## src/rtl/cpu_pkg.sv

```systemverilog
// cpu_pkg: types and constants shared by the execute-side pipeline blocks.
//   alu_op_t  - 4-bit ALU control encodings
//   XZR       - index of the zero register (never a forwarding source)
//   ex_ctrl_t - control bits carried from decode into execute
//   FWD_*     - operand select codes produced by forward_unit
package cpu_pkg;

    typedef enum logic [3:0] {
        ALU_AND   = 4'b0000,
        ALU_OR    = 4'b0001,
        ALU_ADD   = 4'b0010,
        ALU_SUB   = 4'b0110,
        ALU_PASSB = 4'b0111,
        ALU_NOR   = 4'b1100
    } alu_op_t;

    localparam logic [4:0] XZR = 5'd31;

    typedef struct packed {
        logic reg_write;
        logic mem_read;
        logic mem_write;
        logic mem_to_reg;
        logic branch;
    } ex_ctrl_t;

    localparam logic [1:0] FWD_REG   = 2'b00;
    localparam logic [1:0] FWD_EXMEM = 2'b10;
    localparam logic [1:0] FWD_MEMWB = 2'b01;

endpackage

```

## src/rtl/ex_operand_stage_forward_unit.sv

```systemverilog
// forward_unit: combinational RAW-hazard operand select for both ALU sources.
//   rn, rm                          - source register indices held in ID/EX
//   exmem_rd, exmem_reg_write       - destination/write enable of the EX/MEM instruction
//   memwb_rd, memwb_reg_write       - destination/write enable of the MEM/WB instruction
//   fwd_a, fwd_b                    - select for Rn / Rm: FWD_REG, FWD_EXMEM or FWD_MEMWB
module forward_unit
    import cpu_pkg::*;
#(
    parameter int REGW = 5
) (
    input  logic [REGW-1:0] rn,
    input  logic [REGW-1:0] rm,
    input  logic [REGW-1:0] exmem_rd,
    input  logic            exmem_reg_write,
    input  logic [REGW-1:0] memwb_rd,
    input  logic            memwb_reg_write,
    output logic [1:0]      fwd_a,
    output logic [1:0]      fwd_b
);

    // EX/MEM is checked first: it holds the younger result, so it must win
    // when both older instructions target the same register. XZR reads as
    // zero whatever anyone "writes" to it, so it is never a forwarding match.
    function automatic logic [1:0] pick(input logic [REGW-1:0] src);
        logic [1:0] sel;
        sel = FWD_REG;
        if (src != XZR) begin
            if (exmem_reg_write && (exmem_rd == src)) begin
                sel = FWD_EXMEM;
            end else if (memwb_reg_write && (memwb_rd == src)) begin
                sel = FWD_MEMWB;
            end
        end
        return sel;
    endfunction

    always_comb begin
        fwd_a = pick(rn);
        fwd_b = pick(rm);
    end

endmodule

```

## src/rtl/ex_operand_stage.sv

```systemverilog
// ex_operand_stage: ID/EX pipeline register plus ALU operand selection.
//   id_*            - decoded instruction presented by decode (captured on load)
//   stall / flush   - pipeline controller: hold this register / squash it to a bubble
//   exmem_*, memwb_* - older in-flight results available for forwarding
//   alu_a, alu_b, alu_ctrl - ALU inputs for the instruction now in execute
//   ex_store_data   - forwarded Rt for stores
//   ex_*            - registered control, destination and immediate
//   load_use_stall  - load in execute feeds the instruction in decode
//
// Register update priority on each rising edge: reset > flush > stall > load.
// flush wins over a simultaneous stall so the controller can hold IF/ID and
// inject a bubble here in the same cycle.
module ex_operand_stage
    import cpu_pkg::*;
#(
    parameter int N    = 64,
    parameter int REGW = 5
) (
    input  logic            clk,
    input  logic            reset,
    input  logic            id_valid,
    input  logic [N-1:0]    id_rd1,
    input  logic [N-1:0]    id_rd2,
    input  logic [N-1:0]    id_imm,
    input  logic [REGW-1:0] id_rn,
    input  logic [REGW-1:0] id_rm,
    input  logic [REGW-1:0] id_rdst,
    input  logic            id_alu_src,
    input  logic [3:0]      id_alu_ctrl,
    input  logic            id_reg_write,
    input  logic            id_mem_read,
    input  logic            id_mem_write,
    input  logic            id_mem_to_reg,
    input  logic            id_branch,
    input  logic            stall,
    input  logic            flush,
    input  logic            exmem_reg_write,
    input  logic [REGW-1:0] exmem_rd,
    input  logic [N-1:0]    exmem_result,
    input  logic            memwb_reg_write,
    input  logic [REGW-1:0] memwb_rd,
    input  logic [N-1:0]    memwb_result,
    output logic [N-1:0]    alu_a,
    output logic [N-1:0]    alu_b,
    output logic [3:0]      alu_ctrl,
    output logic [N-1:0]    ex_store_data,
    output logic            ex_valid,
    output logic            ex_reg_write,
    output logic            ex_mem_read,
    output logic            ex_mem_write,
    output logic            ex_mem_to_reg,
    output logic            ex_branch,
    output logic [REGW-1:0] ex_rdst,
    output logic [N-1:0]    ex_imm,
    output logic            load_use_stall
);

    ex_ctrl_t        id_ctrl;
    ex_ctrl_t        ctrl_q;
    logic [N-1:0]    rd1_q;
    logic [N-1:0]    rd2_q;
    logic [REGW-1:0] rn_q;
    logic [REGW-1:0] rm_q;
    logic            alu_src_q;
    logic [1:0]      fwd_a;
    logic [1:0]      fwd_b;
    logic [N-1:0]    opnd_a;
    logic [N-1:0]    opnd_b;

    assign id_ctrl = '{reg_write:  id_reg_write,
                       mem_read:   id_mem_read,
                       mem_write:  id_mem_write,
                       mem_to_reg: id_mem_to_reg,
                       branch:     id_branch};

    always_ff @(posedge clk) begin
        if (reset) begin
            ex_valid  <= 1'b0;
            ctrl_q    <= '0;
            alu_ctrl  <= ALU_AND;
            alu_src_q <= 1'b0;
            rd1_q     <= '0;
            rd2_q     <= '0;
            ex_imm    <= '0;
            rn_q      <= '0;
            rm_q      <= '0;
            ex_rdst   <= '0;
        end else if (flush) begin
            // Bubble: destination parked on XZR so nothing downstream can match it.
            ex_valid  <= 1'b0;
            ctrl_q    <= '0;
            alu_ctrl  <= ALU_AND;
            alu_src_q <= 1'b0;
            rd1_q     <= '0;
            rd2_q     <= '0;
            ex_imm    <= '0;
            rn_q      <= '0;
            rm_q      <= '0;
            ex_rdst   <= XZR;
        end else if (!stall) begin
            ex_valid  <= id_valid;
            ctrl_q    <= id_valid ? id_ctrl : '0;
            alu_ctrl  <= id_alu_ctrl;
            alu_src_q <= id_alu_src;
            rd1_q     <= id_rd1;
            rd2_q     <= id_rd2;
            ex_imm    <= id_imm;
            rn_q      <= id_rn;
            rm_q      <= id_rm;
            ex_rdst   <= id_rdst;
        end
    end

    forward_unit #(.REGW(REGW)) u_fwd (
        .rn              (rn_q),
        .rm              (rm_q),
        .exmem_rd        (exmem_rd),
        .exmem_reg_write (exmem_reg_write),
        .memwb_rd        (memwb_rd),
        .memwb_reg_write (memwb_reg_write),
        .fwd_a           (fwd_a),
        .fwd_b           (fwd_b)
    );

    always_comb begin
        case (fwd_a)
            FWD_EXMEM: opnd_a = exmem_result;
            FWD_MEMWB: opnd_a = memwb_result;
            default:   opnd_a = rd1_q;
        endcase
        case (fwd_b)
            FWD_EXMEM: opnd_b = exmem_result;
            FWD_MEMWB: opnd_b = memwb_result;
            default:   opnd_b = rd2_q;
        endcase
    end

    assign alu_a         = opnd_a;
    assign alu_b         = alu_src_q ? ex_imm : opnd_b;
    assign ex_store_data = opnd_b;

    assign ex_reg_write  = ctrl_q.reg_write;
    assign ex_mem_read   = ctrl_q.mem_read;
    assign ex_mem_write  = ctrl_q.mem_write;
    assign ex_mem_to_reg = ctrl_q.mem_to_reg;
    assign ex_branch     = ctrl_q.branch;

    // A load's data only exists after MEM, so a dependent instruction in
    // decode cannot be satisfied by forwarding next cycle.
    assign load_use_stall = ex_valid && ctrl_q.mem_read && (ex_rdst != XZR) && id_valid
                            && ((ex_rdst == id_rn) || (ex_rdst == id_rm));

endmodule

```

## config.mk

```make
export PLATFORM = sky130hd
export DESIGN_NAME = ex_operand_stage
export DESIGN_NICKNAME = d
export VERILOG_FILES = /design/src/rtl/cpu_pkg.sv /design/src/rtl/ex_operand_stage_forward_unit.sv /design/src/rtl/ex_operand_stage.sv
export SDC_FILE = /design/constraint.sdc
export NUM_CORES = 1
export LEC_CHECK = 0
export ABC_AREA = 1
export CORE_AREA = 5 5 242 244
export DETAILED_ROUTE_END_ITERATION = 8
export DIE_AREA = 0 0 247 249
export GPL_TIMING_DRIVEN = 0
export SLEW_MARGIN = 20
export SYNTH_ARGS = -nofsm -noshare
export SYNTH_HDL_FRONTEND = slang
export SYNTH_SLANG_ARGS = --single-unit
export TNS_END_PERCENT = 20
```

## constraint.sdc

```tcl
create_clock -name clk -period 7.8 [get_ports clk]
set_input_delay 2.34 -clock clk [delete_from_list [all_inputs] [get_ports clk]]
set_output_delay 2.34 -clock clk [all_outputs]
set_load 0.005 [all_outputs]
```

# Word level (Yosys, flattened, before mapping)
# Index checks and enable logic that the tools add are counted.
dict set report op_classes {
  n_reduce_logical 10
  mux 12
  n_eq_ne 14
}
# cell n
set ops {}
lappend ops {{64-bit case mux with 2 select lines} 2}
lappend ops {{64-bit 2-to-1 mux} 1}
lappend ops {{5-bit equality test} 6}
lappend ops {{5-bit 2-to-1 mux} 3}
lappend ops {{5-bit != test, second input constant} 3}
lappend ops {{1-bit logical AND} 8}
lappend ops {{2-bit 2-to-1 mux} 4}
lappend ops {{2-bit by 1-bit equality test with 1-bit output, second input constant} 2}
lappend ops {{2-bit equality test, second input constant} 2}
lappend ops {{1-bit 2-to-1 mux} 2}
lappend ops {{2-bit by 1-bit != test with 1-bit output, second input constant} 1}
lappend ops {{2-bit OR reduction} 1}
lappend ops {{1-bit logical OR} 1}
dict set report word_totals {
  reg_bits 218
  wordCells 50
  input_bits 362
}

# Logic depth before layout (Yosys ltp)
# Gate-level depths: netlist of run 1.
dict set report logic_depth {
  word_depth 8
  mapped_depth 15
}

# Modules after synthesis
# From an unflattened synthesis of run 1, not the netlist that was laid out.
dict set report hier_totals {
  hier_cells 1874
  area_unflattened_um2 11867.6
}
# mod instances area_per_inst_um2 cells_per_inst
set modules_own_cells {}
lappend modules_own_cells {ex_operand_stage 1 11441.0 1775}
lappend modules_own_cells {forward_unit 1 426.7 99}

# Worst setup path after synthesis of run 1
# No wires, ideal clock.
dict set report synth_path {
  kind {input-to-output}
  start {input exmem_rd[3]}
  end {output alu_b[3]}
  required_time_ns 5.460
  setup_slack_ns 1.685
  n_path_buf 2
  arrival_ns 3.775
  path_stages 13
  cell_sequence {inv_1 nand2_1 a21oi_1 nand2_1 nor2_2 nand2_1 ha_1 buf_4 buf_6 a21oi_1 a21oi_2 nand2_1 nand2_1}
}
dict set report synth_via {
  elab_chain_len 7
}
# item line
set synth_lines {}
lappend synth_lines {{start, declared} ex_operand_stage.sv:38} ;# input logic [REGW-1:0] exmem_rd,
lappend synth_lines {{5-bit equality test (*)} ex_operand_stage_forward_unit.sv:28} ;# if (exmem_reg_write && (exmem_rd == src)) begin
lappend synth_lines {{1-bit logical AND (*)} ex_operand_stage_forward_unit.sv:28}
lappend synth_lines {{2-bit 2-to-1 mux (*)} ex_operand_stage_forward_unit.sv:28}
lappend synth_lines {{2-bit 2-to-1 mux (*)} ex_operand_stage_forward_unit.sv:27} ;# if (src != XZR) begin
lappend synth_lines {{2-bit by 1-bit equality test with 1-bit output or 2-bit equality test (tied branches)} ex_operand_stage.sv:131} ;# case (fwd_b)
lappend synth_lines {{64-bit case mux with 2 select lines (*)} ex_operand_stage.sv:131}
lappend synth_lines {{named net ex_store_data[3]} ex_operand_stage.sv:46} ;# output logic [N-1:0] ex_store_data,
lappend synth_lines {{64-bit 2-to-1 mux (*)} ex_operand_stage.sv:139} ;# assign alu_b = alu_src_q ? ex_imm : opnd_b;
lappend synth_lines {{end, declared} ex_operand_stage.sv:44} ;# output logic [N-1:0] alu_b,
# Mark *: on every way through the listed nets, which the timed path passes. The rest lies on a longest branch.

# Worst setup path after layout of run 1
dict set report layout_path {
  start {input exmem_rd[3]}
  end {output alu_b[53]}
}
dict set report layout_via {
  elab_chain_len 7
}
# item line
set layout_lines {}
lappend layout_lines {{5-bit equality test (*)} ex_operand_stage_forward_unit.sv:28}
lappend layout_lines {{1-bit logical AND (*)} ex_operand_stage_forward_unit.sv:28}
lappend layout_lines {{2-bit 2-to-1 mux (*)} ex_operand_stage_forward_unit.sv:28}
lappend layout_lines {{2-bit 2-to-1 mux (*)} ex_operand_stage_forward_unit.sv:27}
lappend layout_lines {{2-bit by 1-bit equality test with 1-bit output or 2-bit equality test (tied branches)} ex_operand_stage.sv:131}
lappend layout_lines {{64-bit case mux with 2 select lines (*)} ex_operand_stage.sv:131}
lappend layout_lines {{64-bit 2-to-1 mux (*)} ex_operand_stage.sv:139}
# Mark *: on every way between the ends. The rest lies on a longest branch, timed or not.

==> metrics.csv, run 1 <==
stage,metric,value,unit
worst_setup_path,crit path max fanout,10,
worst_setup_path,"Top cell by count, worst path",nand2_1,
worst_setup_path,CP required,5460,ps
clock_network,CTS tree,built,
logic_synthesis,Synth Flop Type,dfxtp_1,
drt,Routed wire per std cell,21.5,um
worst_setup_path,CP Buf/Inv Count,6,
logic_synthesis,Synth area leader,dfxtp_1,
placement,Area after DPL,19000,um2
logic_synthesis,Ys Warns,0,
logic_synthesis,Synth async-reset ratio,0,%
power,PD cells,161,nW/um2
floorplan,DIE HEIGHT,249,um
floorplan,die span in x,247,um
worst_setup_path,critical path class,input port to primary output,
drt,first-iteration detailed-routing DRC count,856,
timing,Final period util,97.7,%
worst_setup_path,R2R Setup Slk,6480,ps
floorplan,Rows,87,
worst_setup_path,Critical Path Source Type,input port,
logic_synthesis,syn avg cell area,6.32,um2
floorplan,num ports,634,
placement,DP HPWL,55.9,mm
clock_network,Skew-Pair Late Insertion Delay,550,ps
clock_network,Clock Path Buffers,3,
logic_synthesis,sequential share of the synthesized area,37.1,%
worst_setup_path,crit-path cells,clkdlybuf4s50_1 > inv_1 > nand2_1 > a21oi_1 > nand2_1 > nor2_2 > nand2_2 > inv_1 > ha_1 > buf_12 > buf_2 > nand2_1 > a21oi_2 > nand2_1 > nand2_1 > clkdlybuf4s50_1,
drt,DR DRC count,0,
worst_setup_path,Critical Path Max Stage Delay,520,ps
global_routing,global route overflow,0,
logic_synthesis,number of enable flip-flop cells after synthesis,0,
floorplan,Core ar.,56100,um2
floorplan,Initial Util,21.0,%
status,status,"finished, final reports clean",
power,Peak supply drop,159,uV
logic_synthesis,top area cells in the synthesized netlist,"dfxtp_1, nand2_1, a21oi_1",
logic_synthesis,#FFs+latches synth,218,
logic_synthesis,Yosys top cell area share,37.1,%
logic_synthesis,post-synth net total,2227,
run,Max-cap violations,0,
timing,final setup violating endpoints,0,
timing,RSZ-0062 raised after global routing,false,
floorplan,full die area,61500,um2
drt,post-route antenna net violation count,0,
worst_setup_path,slowest CP cell,clkdlybuf4s50_1,
timing,Setup TNS,0,ps
hold_path,Hold Path Class,flip-flop to flip-flop,
timing,Achievable Freq,131,MHz
clock_network,CTS Sinks,218,
clock_network,CTS Root Cell,clkbuf_16,
timing,Clock Skew,0,ps
logic_synthesis,most frequent cell after synthesis,nand2_1,
timing,Worst-Margin Slew,671,ps
logic_synthesis,Synth cell types,25,
timing,Period minus WS final,7620,ps
clock_network,CTS H-tree depth,1,
global_routing,first-pass GRT wire length,100,mm
timing,"Hold Vio Cnt, Final",0,
drt,vias,14900,
cells_and_area,Fillers,6072,
drt,Vias/cell,4.50,
drt,DRT Pass-1 Iters,5,
global_routing,vias in the first global route,14700,
cells_and_area,Final Instance Area,20200,um2
clock_network,hold_buf cts,0,
placement,routability cong.,0.909,
global_routing,pin count of the biggest net entering global routing,14,
logic_synthesis,Cells after Synth,1861,
clock_network,Worst-path clk slew,60,ps
cells_and_area,Area growth syn-to-layout,72.1,%
cells_and_area,biggest regs,"ex_imm: 64 flops, rd1_q: 64 flops, rd2_q: 64 flops",
cells_and_area,post-layout net count,2894,
clock_network,Num CTS Buffers,28,
power,leakage power,0.00787,uW
worst_setup_path,"delay-heaviest family, CP",buffers and inverters,
timing,fin. max-slew vios,0,
worst_setup_path,WP data arrival,5280,ps
timing,worst hold margin,465,ps
global_routing,gr usage total,21.6,%
global_routing,antenna violations before repair,7,
drt,routed wire length,71.1,mm
placement,IO Port Bufs,632,
timing,Max transition margin,55.3,%
logic_synthesis,Synth top cells by count,"nand2_1, a21oi_1, dfxtp_1",
worst_setup_path,Crit. End Element,primary output,
logic_synthesis,area of the mapped netlist,11800,um2
cells_and_area,share of cells above drive strength 1,10.0,%
-- repair_timing --
item	CTS	global route
resized for setup	18	39
setup buffers	2	4
endpoints found under the setup margin	72	88
pin swaps	2	5
hold endpoints to repair	0	0
-- power breakdown --
group	internal, uW	total, uW	switching (uW)
logic	379	709	330
registers	1150	1180	28.2
clock network	845	1380	535
total	2370	3270	893
-- logic make-up after synthesis --
logic type,count (synthesis),synth area share [%]
AOI/OAI and AO/OA,481,22.7
xor gates and xnor gates,10,0.745
adders and majority gates,4,0.426
buffers and inverters,179,7.71
DFF,218,37.1
and+or+nand+nor,969,31.3
-- metrics by stage --
step           util [%]  std cells  total power (uW)  setup slack, ps
3_5_place_dp       34.0       3249              1910             -388
5_1_grt            36.1       3306              3410             2.98
6_report           36.1       3309              3270              181
4_1_cts            35.8       3303              3300             6.57
2_1_floorplan         -       1861              1430             1680
3_3_place_gp       33.9       3249              1910             -441
-- routing by layer --
metal | up-vias | part of all wire, % | track usage (%)
li1 | 7343 | - | -
met1 | 6847 | 40 | 26.2
met2 | 591 | 48 | 37.7
met3 | 112 | 7.9 | 5.19
met4 | 10 | 3.4 | 6.65
met5 | - | 0.10 | 0
-- layout by cell type, fill, tap and decap left out, types with 2 or more instances in the layout --
cell type          n
nand2_1          776
clkdlybuf4s50_1  630
a21oi_1          402
dfxtp_1          218
nor2_1           168
buf_2             86
a21oi_2           60
inv_1             35
clkbuf_16         29
buf_4             22
clkbuf_1          15
nand3_1           11
a211oi_1          10
buf_6              8
clkbuf_8           7
clkbuf_4           6
xor2_1             5
clkbuf_2           5
buf_12             5
o21ai_0            4
xnor2_1            4
nand2_2            4
clkinv_2           4
diode_2            3
inv_2              3
nand3b_1           3
nand4_1            3
ha_1               3
bufinv_16          3
buf_1              2
o22ai_1            2
nor2_2             2
nor3_1             2
buf_8              2
a21oi_4            2
clkinv_4           2
-- path summary, 6_finish.rpt --
check	end	cells past startpoint	start
min reg2reg	rd2_q[58]$_SDFFE_PP0N_	2	rd2_q[58]$_SDFFE_PP0N_
min	rd2_q[58]$_SDFFE_PP0N_	2	rd2_q[58]$_SDFFE_PP0N_
max reg2reg	alu_src_q$_SDFFE_PP0N_	3	alu_src_q$_SDFFE_PP0N_
max	alu_b[53]	16	exmem_rd[3]
-- area by class of cell --
type	instances	area [um2]	area share (%)
diodes	3	7.51	0.0371
inverters	40	160	0.791
multi-input cells	1464	6540	32.3
clock buffers	43	848	4.19
well taps	756	946	4.67
clock inverters	9	128	0.631
repair buffers	638	6400	31.6
plain buffers	138	853	4.22
flip-flops and latches	218	4360	21.6
-- tightest hold or removal path, stage by stage, from the launching register on --
cell	delay, ps
dfxtp_1	310
nand2_1	60
a21oi_1	50
Note: power is estimated with default switching activity, not from simulation.
==> inputs of run 2 (changes only) <==
- CORE_AREA: 5 5 242 244 -> 5 5 247 249
- CTS_BUF_LIST: default -> sky130_fd_sc_hd__clkbuf_8
- DIE_AREA: 0 0 247 249 -> 0 0 252 254
==> run 2 against run 1 <==
Critical path type unchanged. Worst setup slack worse by 130 ps. Utilization decreased by 1.6 points. Die area up 4.1%. Critical path depth fell by 3. Non-clock buffer count unchanged. Largest power group unchanged. Final cell count up 1.3%. Global-route usage shrank 0.63 points. Design area fell by 0.43%. Register-to-register slack better by 140 ps. Sequential share of layout area up 0.094 points. Clock skew did not move.
==> metrics.csv, run 2 (synthesis results as in run 1) <==
stage,metric,value,unit,change
status,status,"finished, final reports clean",,unchanged
cells_and_area,most frequent cells in the layout,"nand2_1, clkdlybuf4s50_1, a21oi_1",,unchanged
cells_and_area,share of cells above drive strength 1,10.6,%,was 10.0%
worst_setup_path,CP startpoint,exmem_rd[1],,was exmem_rd[3]
cells_and_area,Area growth syn-to-layout,71.4,%,was 72.1%
clock_network,Num CTS Buffers,44,,was 28
worst_setup_path,slowest CP cell,clkdlybuf4s50_1,,unchanged
drt,DR DRC count,0,,unchanged
timing,Achievable Freq,129,MHz,was 131 MHz
clock_network,Worst-path clk slew,50,ps,was 60 ps
worst_setup_path,crit path max fanout,10,,unchanged
clock_network,Skew-Pair Late Insertion Delay,580,ps,was 550 ps
drt,Routed wire per std cell,21.3,um,was 21.5 um
floorplan,DIE HEIGHT,254,um,was 249 um
worst_setup_path,worst r2r src,alu_src_q$_SDFFE_PP0N_,,unchanged
clock_network,CTS Sinks,218,,unchanged
floorplan,full die area,64000,um2,"was 61,500 um2"
timing,Period minus WS final,7750,ps,was 7620 ps
timing,RSZ-0062 raised after global routing,true,,was false
timing,worst hold margin,462,ps,was 465 ps
timing,Max transition margin,51.1,%,was 55.3%
worst_setup_path,R2R Setup Slk,6620,ps,was 6480 ps
timing,"Hold Vio Cnt, Final",0,,unchanged
clock_network,CTS H-tree depth,2,,was 1
global_routing,gr usage total,21.0,%,was 21.6%
timing,Worst-Margin Slew,734,ps,was 671 ps
placement,DP HPWL,56.0,mm,was 55.9 mm
global_routing,pin count of the biggest net entering global routing,12,,was 14
floorplan,die span in x,252,um,was 247 um
clock_network,CTS Root Cell,clkbuf_8,,was clkbuf_16
cells_and_area,fin cells,3353,,"was 3,309"
timing,fin. max-slew vios,0,,unchanged
worst_setup_path,crit-path cells,clkdlybuf4s50_1 > inv_1 > nand2_1 > nand2_1 > nand3b_1 > nor2_2 > nand2_1 > ha_1 > buf_4 > buf_2 > a21oi_1 > a21oi_1 > clkdlybuf4s50_1,,was clkdlybuf4s50_1 > inv_1 > nand2_1 > a21oi_1 > nand2_1 > nor2_2 > nand2_2 > inv_1 > ha_1 > buf_12 > buf_2 > nand2_1 > a21oi_2 > nand2_1 > nand2_1 > clkdlybuf4s50_1
global_routing,first-pass GRT wire length,101,mm,was 100 mm
hold_path,Hold Path Class,flip-flop to flip-flop,,unchanged
power,Clk pwr share,40.7,%,was 42.2%
power,Net Sw Frac,28.5,%,was 27.3%
timing,final setup violating endpoints,0,,unchanged
worst_setup_path,critical path class,input port to primary output,,unchanged
worst_setup_path,"Top cell by count, worst path",nand2_1,,unchanged
worst_setup_path,Crit. End Element,primary output,,unchanged
power,combinational fraction of design power,22.3,%,was 21.7%
floorplan,Core ar.,58500,um2,"was 56,100 um2"
hold_path,hold_sp,alu_ctrl[1]$_SDFFE_PP0N_,,was rd2_q[58]$_SDFFE_PP0N_
cells_and_area,biggest regs,"ex_imm: 64 flops, rd1_q: 64 flops, rd2_q: 64 flops",,unchanged
worst_setup_path,WP depth,13,,was 16
worst_setup_path,Worst Reg-to-Reg Cells,3,,unchanged
power,PD cells,158,nW/um2,was 161 nW/um2
floorplan,Initial Util,20.1,%,was 21.0%
timing,Final period util,99.4,%,was 97.7%
power,Reg power frac,37.1,%,was 36.1%
worst_setup_path,Worst R2R End,alu_src_q$_SDFFE_PP0N_,,unchanged
floorplan,num ports,634,,unchanged
clock_network,CTS tree,built,,unchanged
cells_and_area,"most common cell after layout, fill and taps aside",nand2_1,,unchanged
placement,dpl cells,3266,,"was 3,249"
global_routing,antenna violations before repair,8,,was 7
drt,routed wire length,71.4,mm,was 71.1 mm
worst_setup_path,Critical Path Source Type,input port,,unchanged
global_routing,vias in the first global route,14900,,"was 14,700"
worst_setup_path,CP required,5460,ps,about the same
timing,Clock Skew,0,ps,unchanged
drt,Vias/cell,4.51,,was 4.50
power,overall power,3180,uW,was 3270 uW
worst_setup_path,CP Buf/Inv Count,5,,was 6
power,Switch Pwr,907,uW,was 893 uW
drt,post-route antenna net violation count,0,,unchanged
placement,IO Port Bufs,632,,unchanged
worst_setup_path,Critical Path Sink,alu_a[61],,was alu_b[53]
power,leakage power,0.00789,uW,was 0.00787 uW
drt,DRT Pass-1 Iters,6,,was 5
worst_setup_path,WP data arrival,5410,ps,was 5280 ps
cells_and_area,post-layout net count,2910,,"was 2,894"
clock_network,Clock Path Buffers,3,,unchanged
placement,routability cong.,0.934,,was 0.909
drt,first-iteration detailed-routing DRC count,980,,was 856
worst_setup_path,"delay-heaviest family, CP",buffers and inverters,,unchanged
power,Internal,2270,uW,was 2370 uW
timing,Setup TNS,0,ps,unchanged
run,Max-cap violations,0,,unchanged
power,Peak supply drop,124,uV,was 159 uV
floorplan,Rows,89,,was 87
global_routing,global route overflow,0,,unchanged
worst_setup_path,Critical Path Max Stage Delay,590,ps,was 520 ps
drt,vias,15100,,"was 14,900"
cells_and_area,post-layout util,34.5,%,was 36.1%
-- run 2: cell types whose count changed in the layout (fill, tap and decap cells not counted), sizes merged --
cell and change:
buf +1, clkdlybuf4s50 +1, clkinv -4, diode +1, clkbuf +19, bufinv -2, dlygate4sd2 -1, inv +12
-- run 2: final cells by class --
cell class	instances	area, um2
Antenna cell	4	10.0
Buffer	139	817
Clock buffer	63	867
Clock inverter	15	90.1
Fill cell	6392	38300
Inverter	40	158
Multi-Input combinational cell	1464	6510
Sequential cell	218	4360
Tap cell	773	967
Timing Repair Buffer	637	6370
-- run 2: worst min-delay path, delay by kind of cell, from the launching register on --
family	cells	cell delay (ps)
compound gates	1	50
flops	1	300
simple gates	1	60
-- run 2: repair_timing --
| item | CTS | global route |
|---|---|---|
| endpoints found under the setup margin | 72 | 103 |
| gates resized for setup | 10 | 24 |
| hold buffers | 0 | 0 |
| buffers inserted | 2 | 3 |
| pin swaps | 2 | 1 |
-- run 2: power groups by stage --
stage	combinational [uW]	clock (uW)	sequential (uW)
finish	707	1290	1180
global route	763	1370	1180
CTS	711	1330	1180
detailed placement	705	0	1200
global placement	706	0	1200
floorplan	233	0	1200
-- run 2: worst min path at each step --
| stage | cells past startpoint | to | slack, ps |
|---|---|---|---|
| after floorplan | 2 | rd1_q[0]$_SDFFE_PP0N_ | 440 |
| after global placement | 2 | alu_ctrl[1]$_SDFFE_PP0N_ | 450 |
| after detailed placement | 2 | rd2_q[53]$_SDFFE_PP0N_ | 460 |
| after CTS | 2 | rd2_q[53]$_SDFFE_PP0N_ | 460 |
| after global routing | 2 | rd1_q[43]$_SDFFE_PP0N_ | 480 |
| final | 2 | alu_ctrl[1]$_SDFFE_PP0N_ | 460 |
-- run 2: through the flow --
step                      setup slack [ps]  area, um2
after floorplan                       1680      11800
after global placement                -178      19100
after detailed placement              -215      19100
after CTS                            0.419      20000
after global routing                  -117      20100
final                                 47.9      20200
-- run 2: layer usage --
layer	vias to the layer above	wire length [um]	GRT usage [%]
met4	4	1960	6.25
li1	7375	-	-
met3	110	5900	5.06
met1	6955	29700	26.8
met5	-	21	0
met2	688	33800	35.2
==> inputs of run 3 (changes only) <==
- CORE_AREA: 5 5 247 249 -> 5 5 241 243
- DIE_AREA: 0 0 252 254 -> 0 0 246 248
- clock period: 7.8 -> 8 ns (I/O delays scaled with it)
==> run 3 against run 2 <==
Worst hold slack improved by 1.8 ps. Via count increased by 0.48%. Sequential cell count unchanged. Utilization increased by 1.3 points. Clock power decreased by 10%. Clock skew unchanged. Register-to-register slack improved by 150 ps. Clock-buffer cell count decreased by 9. Combinational power decreased by 3%. Non-clock buffer count decreased by 4. Wire length about the same. Die area decreased by 4.7%. Critical endpoint unchanged. Largest power group unchanged. Highest routed layer unchanged.
==> metrics.csv, run 3 (synthesis results as in run 1) <==
stage,metric,value,unit,change
hold_path,WHS Endpoint,rd1_q[33]$_SDFFE_PP0N_,,was alu_ctrl[1]$_SDFFE_PP0N_
hold_path,Hold Path Class,flip-flop to flip-flop,,unchanged
power,overall power,3000,uW,was 3180 uW
cells_and_area,"most common cell after layout, fill and taps aside",nand2_1,,unchanged
drt,wire length on met3,6.27,mm,was 5.90 mm
worst_setup_path,crit path max fanout,10,,unchanged
global_routing,global route overflow,0,,unchanged
clock_network,CTS tree,built,,unchanged
drt,post-route antenna net violation count,0,,unchanged
worst_setup_path,"delay-heaviest family, CP",buffers and inverters,,unchanged
worst_setup_path,critical path class,input port to primary output,,unchanged
floorplan,DIE HEIGHT,248,um,was 254 um
worst_setup_path,Crit. End Element,primary output,,unchanged
timing,final setup violating endpoints,0,,unchanged
worst_setup_path,R2R Setup Slk,6770,ps,was 6620 ps
placement,routability cong.,0.919,,was 0.934
cells_and_area,Register Area,4360,um2,unchanged
cells_and_area,Area growth syn-to-layout,69.7,%,was 71.4%
cells_and_area,most frequent cells in the layout,"nand2_1, clkdlybuf4s50_1, a21oi_1",,unchanged
timing,Achievable Freq,126,MHz,
clock_network,Clock Path Buffers,3,,unchanged
drt,DRT Pass-1 Iters,5,,was 6
drt,DR DRC count,0,,unchanged
worst_setup_path,Critical Path Source Type,input port,,unchanged
floorplan,Initial Util,21.1,%,was 20.1%
worst_setup_path,WP data arrival,5510,ps,was 5410 ps
run,Max-cap violations,0,,unchanged
drt,Vias/cell,4.57,,was 4.51
power,leakage power,0.00781,uW,was 0.00789 uW
worst_setup_path,slowest CP cell,clkdlybuf4s50_1,,unchanged
timing,Max transition margin,55.6,%,was 51.1%
worst_setup_path,Worst Reg-to-Reg Cells,3,,unchanged
drt,Routed wire per std cell,21.5,um,was 21.3 um
drt,first-iteration detailed-routing DRC count,986,,was 980
drt,vias,15200,,"was 15,100"
status,status,"finished, final reports clean",,unchanged
worst_setup_path,Critical Path Max Stage Delay,590,ps,about the same
floorplan,full die area,61000,um2,"was 64,000 um2"
worst_setup_path,CP required,5600,ps,was 5460 ps
timing,fin. max-slew vios,0,,unchanged
global_routing,gr usage total,21.8,%,was 21.0%
timing,"Hold Vio Cnt, Final",0,,unchanged
cells_and_area,post-layout util,35.8,%,was 34.5%
power,PD cells,150,nW/um2,was 158 nW/um2
hold_path,hold_sp,rd1_q[33]$_SDFFE_PP0N_,,was alu_ctrl[1]$_SDFFE_PP0N_
cells_and_area,Fillers,6151,,"was 6,392"
clock_network,Skew-Pair Late Insertion Delay,590,ps,was 580 ps
clock_network,CTS H-tree depth,2,,unchanged
drt,WL met1,29.6,mm,was 29.7 mm
timing,Final period util,98.9,%,
worst_setup_path,worst r2r src,alu_src_q$_SDFFE_PP0N_,,unchanged
clock_network,Worst-path clk slew,60,ps,was 50 ps
clock_network,Num CTS Buffers,42,,was 44
floorplan,Core ar.,55700,um2,"was 58,500 um2"
worst_setup_path,CP Buf/Inv Count,5,,unchanged
cells_and_area,share of cells above drive strength 1,10.1,%,was 10.6%
floorplan,die span in x,246,um,was 252 um
timing,Period minus WS final,7910,ps,
placement,DP HPWL,54.8,mm,was 56.0 mm
worst_setup_path,WP depth,13,,unchanged
global_routing,pin count of the biggest net entering global routing,11,,was 12
timing,Worst-Margin Slew,666,ps,was 734 ps
cells_and_area,area of the multi-input gates,6500,um2,was 6510 um2
worst_setup_path,crit-path cells,clkdlybuf4s50_1 > inv_1 > nand2_1 > nand2_1 > nand3b_1 > nor2_2 > nand2_1 > ha_1 > buf_4 > buf_2 > a21oi_1 > a21oi_1 > clkdlybuf4s50_1,,unchanged
drt,DR top layer,met5,,unchanged
global_routing,vias in the first global route,14900,,about the same
timing,RSZ-0062 raised after global routing,true,,unchanged
global_routing,first-pass GRT wire length,99.3,mm,was 101 mm
placement,IO Port Bufs,632,,unchanged
clock_network,CTS Sinks,218,,unchanged
clock_network,hold_buf cts,0,,unchanged
global_routing,antenna violations before repair,8,,unchanged
drt,routed wire length,71.5,mm,was 71.4 mm
worst_setup_path,Worst R2R End,alu_src_q$_SDFFE_PP0N_,,unchanged
worst_setup_path,"Top cell by count, worst path",nand2_1,,unchanged
clock_network,CTS Root Cell,clkbuf_8,,unchanged
hold_path,hold depth,2,,unchanged
floorplan,Rows,87,,was 89
cells_and_area,biggest regs,"ex_imm: 64 flops, rd1_q: 64 flops, rd2_q: 64 flops",,unchanged
floorplan,num ports,634,,unchanged
timing,Clock Skew,0,ps,unchanged
cells_and_area,post-layout net count,2905,,"was 2,910"
drt,routed wl met2,33.1,mm,was 33.8 mm
power,Peak supply drop,129,uV,was 124 uV
[run 3: cell types whose count changed in the layout (fill, tap and decap cells not counted), sizes merged]
cell           before  now
clkbuf             81   71
clkdlybuf4s50     631  632
buf               126  123
dlymetal6s2s        1    0
clkinv              2    3
inv                52   55
[run 3: timing repair]
action	CTS	global route
setup buffers	0	1
gates resized for setup	6	21
cloned	0	1
endpoints found under the setup margin	19	26
[run 3: metrics by stage]
step	instance area, um2	setup TNS [ps]	cells	setup slack [ps]	hold slack [ps]
finish	20000	0	3327	91.7	464
floorplan	11800	0	1861	1760	445
global placement	19000	-1200	3249	-203	452
global route	20000	-145	3326	-41.6	478
CTS	19900	0	3321	1.62	465
detailed placement	19000	-1170	3249	-180	455
[run 3: routing by layer]
| layer | vias up | GRT usage [%] |
|---|---|---|
| met5 | - | 0 |
| met4 | 2 | 8.39 |
| met3 | 137 | 6.31 |
| met2 | 662 | 35.4 |
| met1 | 7048 | 27.5 |
| li1 | 7356 | - |
[run 3: report_power, final]
group	total, uW	internal [uW]	switching (uW)
combinational	687	365	321
sequential	1150	1120	27.6
clock	1160	631	532
total	3000	2120	881
[run 3: worst reg2reg max path: cells and delay by family (launching register included)]
family | cells | cell delay (ps)
compound gates | 1 | 320
buf+inv | 2 | 440
flops | 1 | 380
[run 3: worst max-delay path by stage]
stage,startpoint,to,slack [ps]
floorplan,exmem_rd[3],alu_b[3],1760
global placement,exmem_rd[1],alu_a[61],-200
detailed placement,exmem_rd[1],alu_a[61],-180
CTS,exmem_rd[1],alu_a[33],2
global route,exmem_rd[4],alu_a[63],-40
finish,exmem_rd[1],alu_a[61],90
[run 3: layout make-up]
cell class | count | area share [%]
tap | 756 | 4.74
clock inverter | 18 | 0.476
multi-input combinational | 1464 | 32.6
inverter | 40 | 0.790
timing repair inverter | 1 | 0.0251
sequential | 218 | 21.9
buffer | 139 | 4.01
timing repair buffer | 633 | 31.7
antenna | 4 | 0.0502
clock buffer | 54 | 3.72
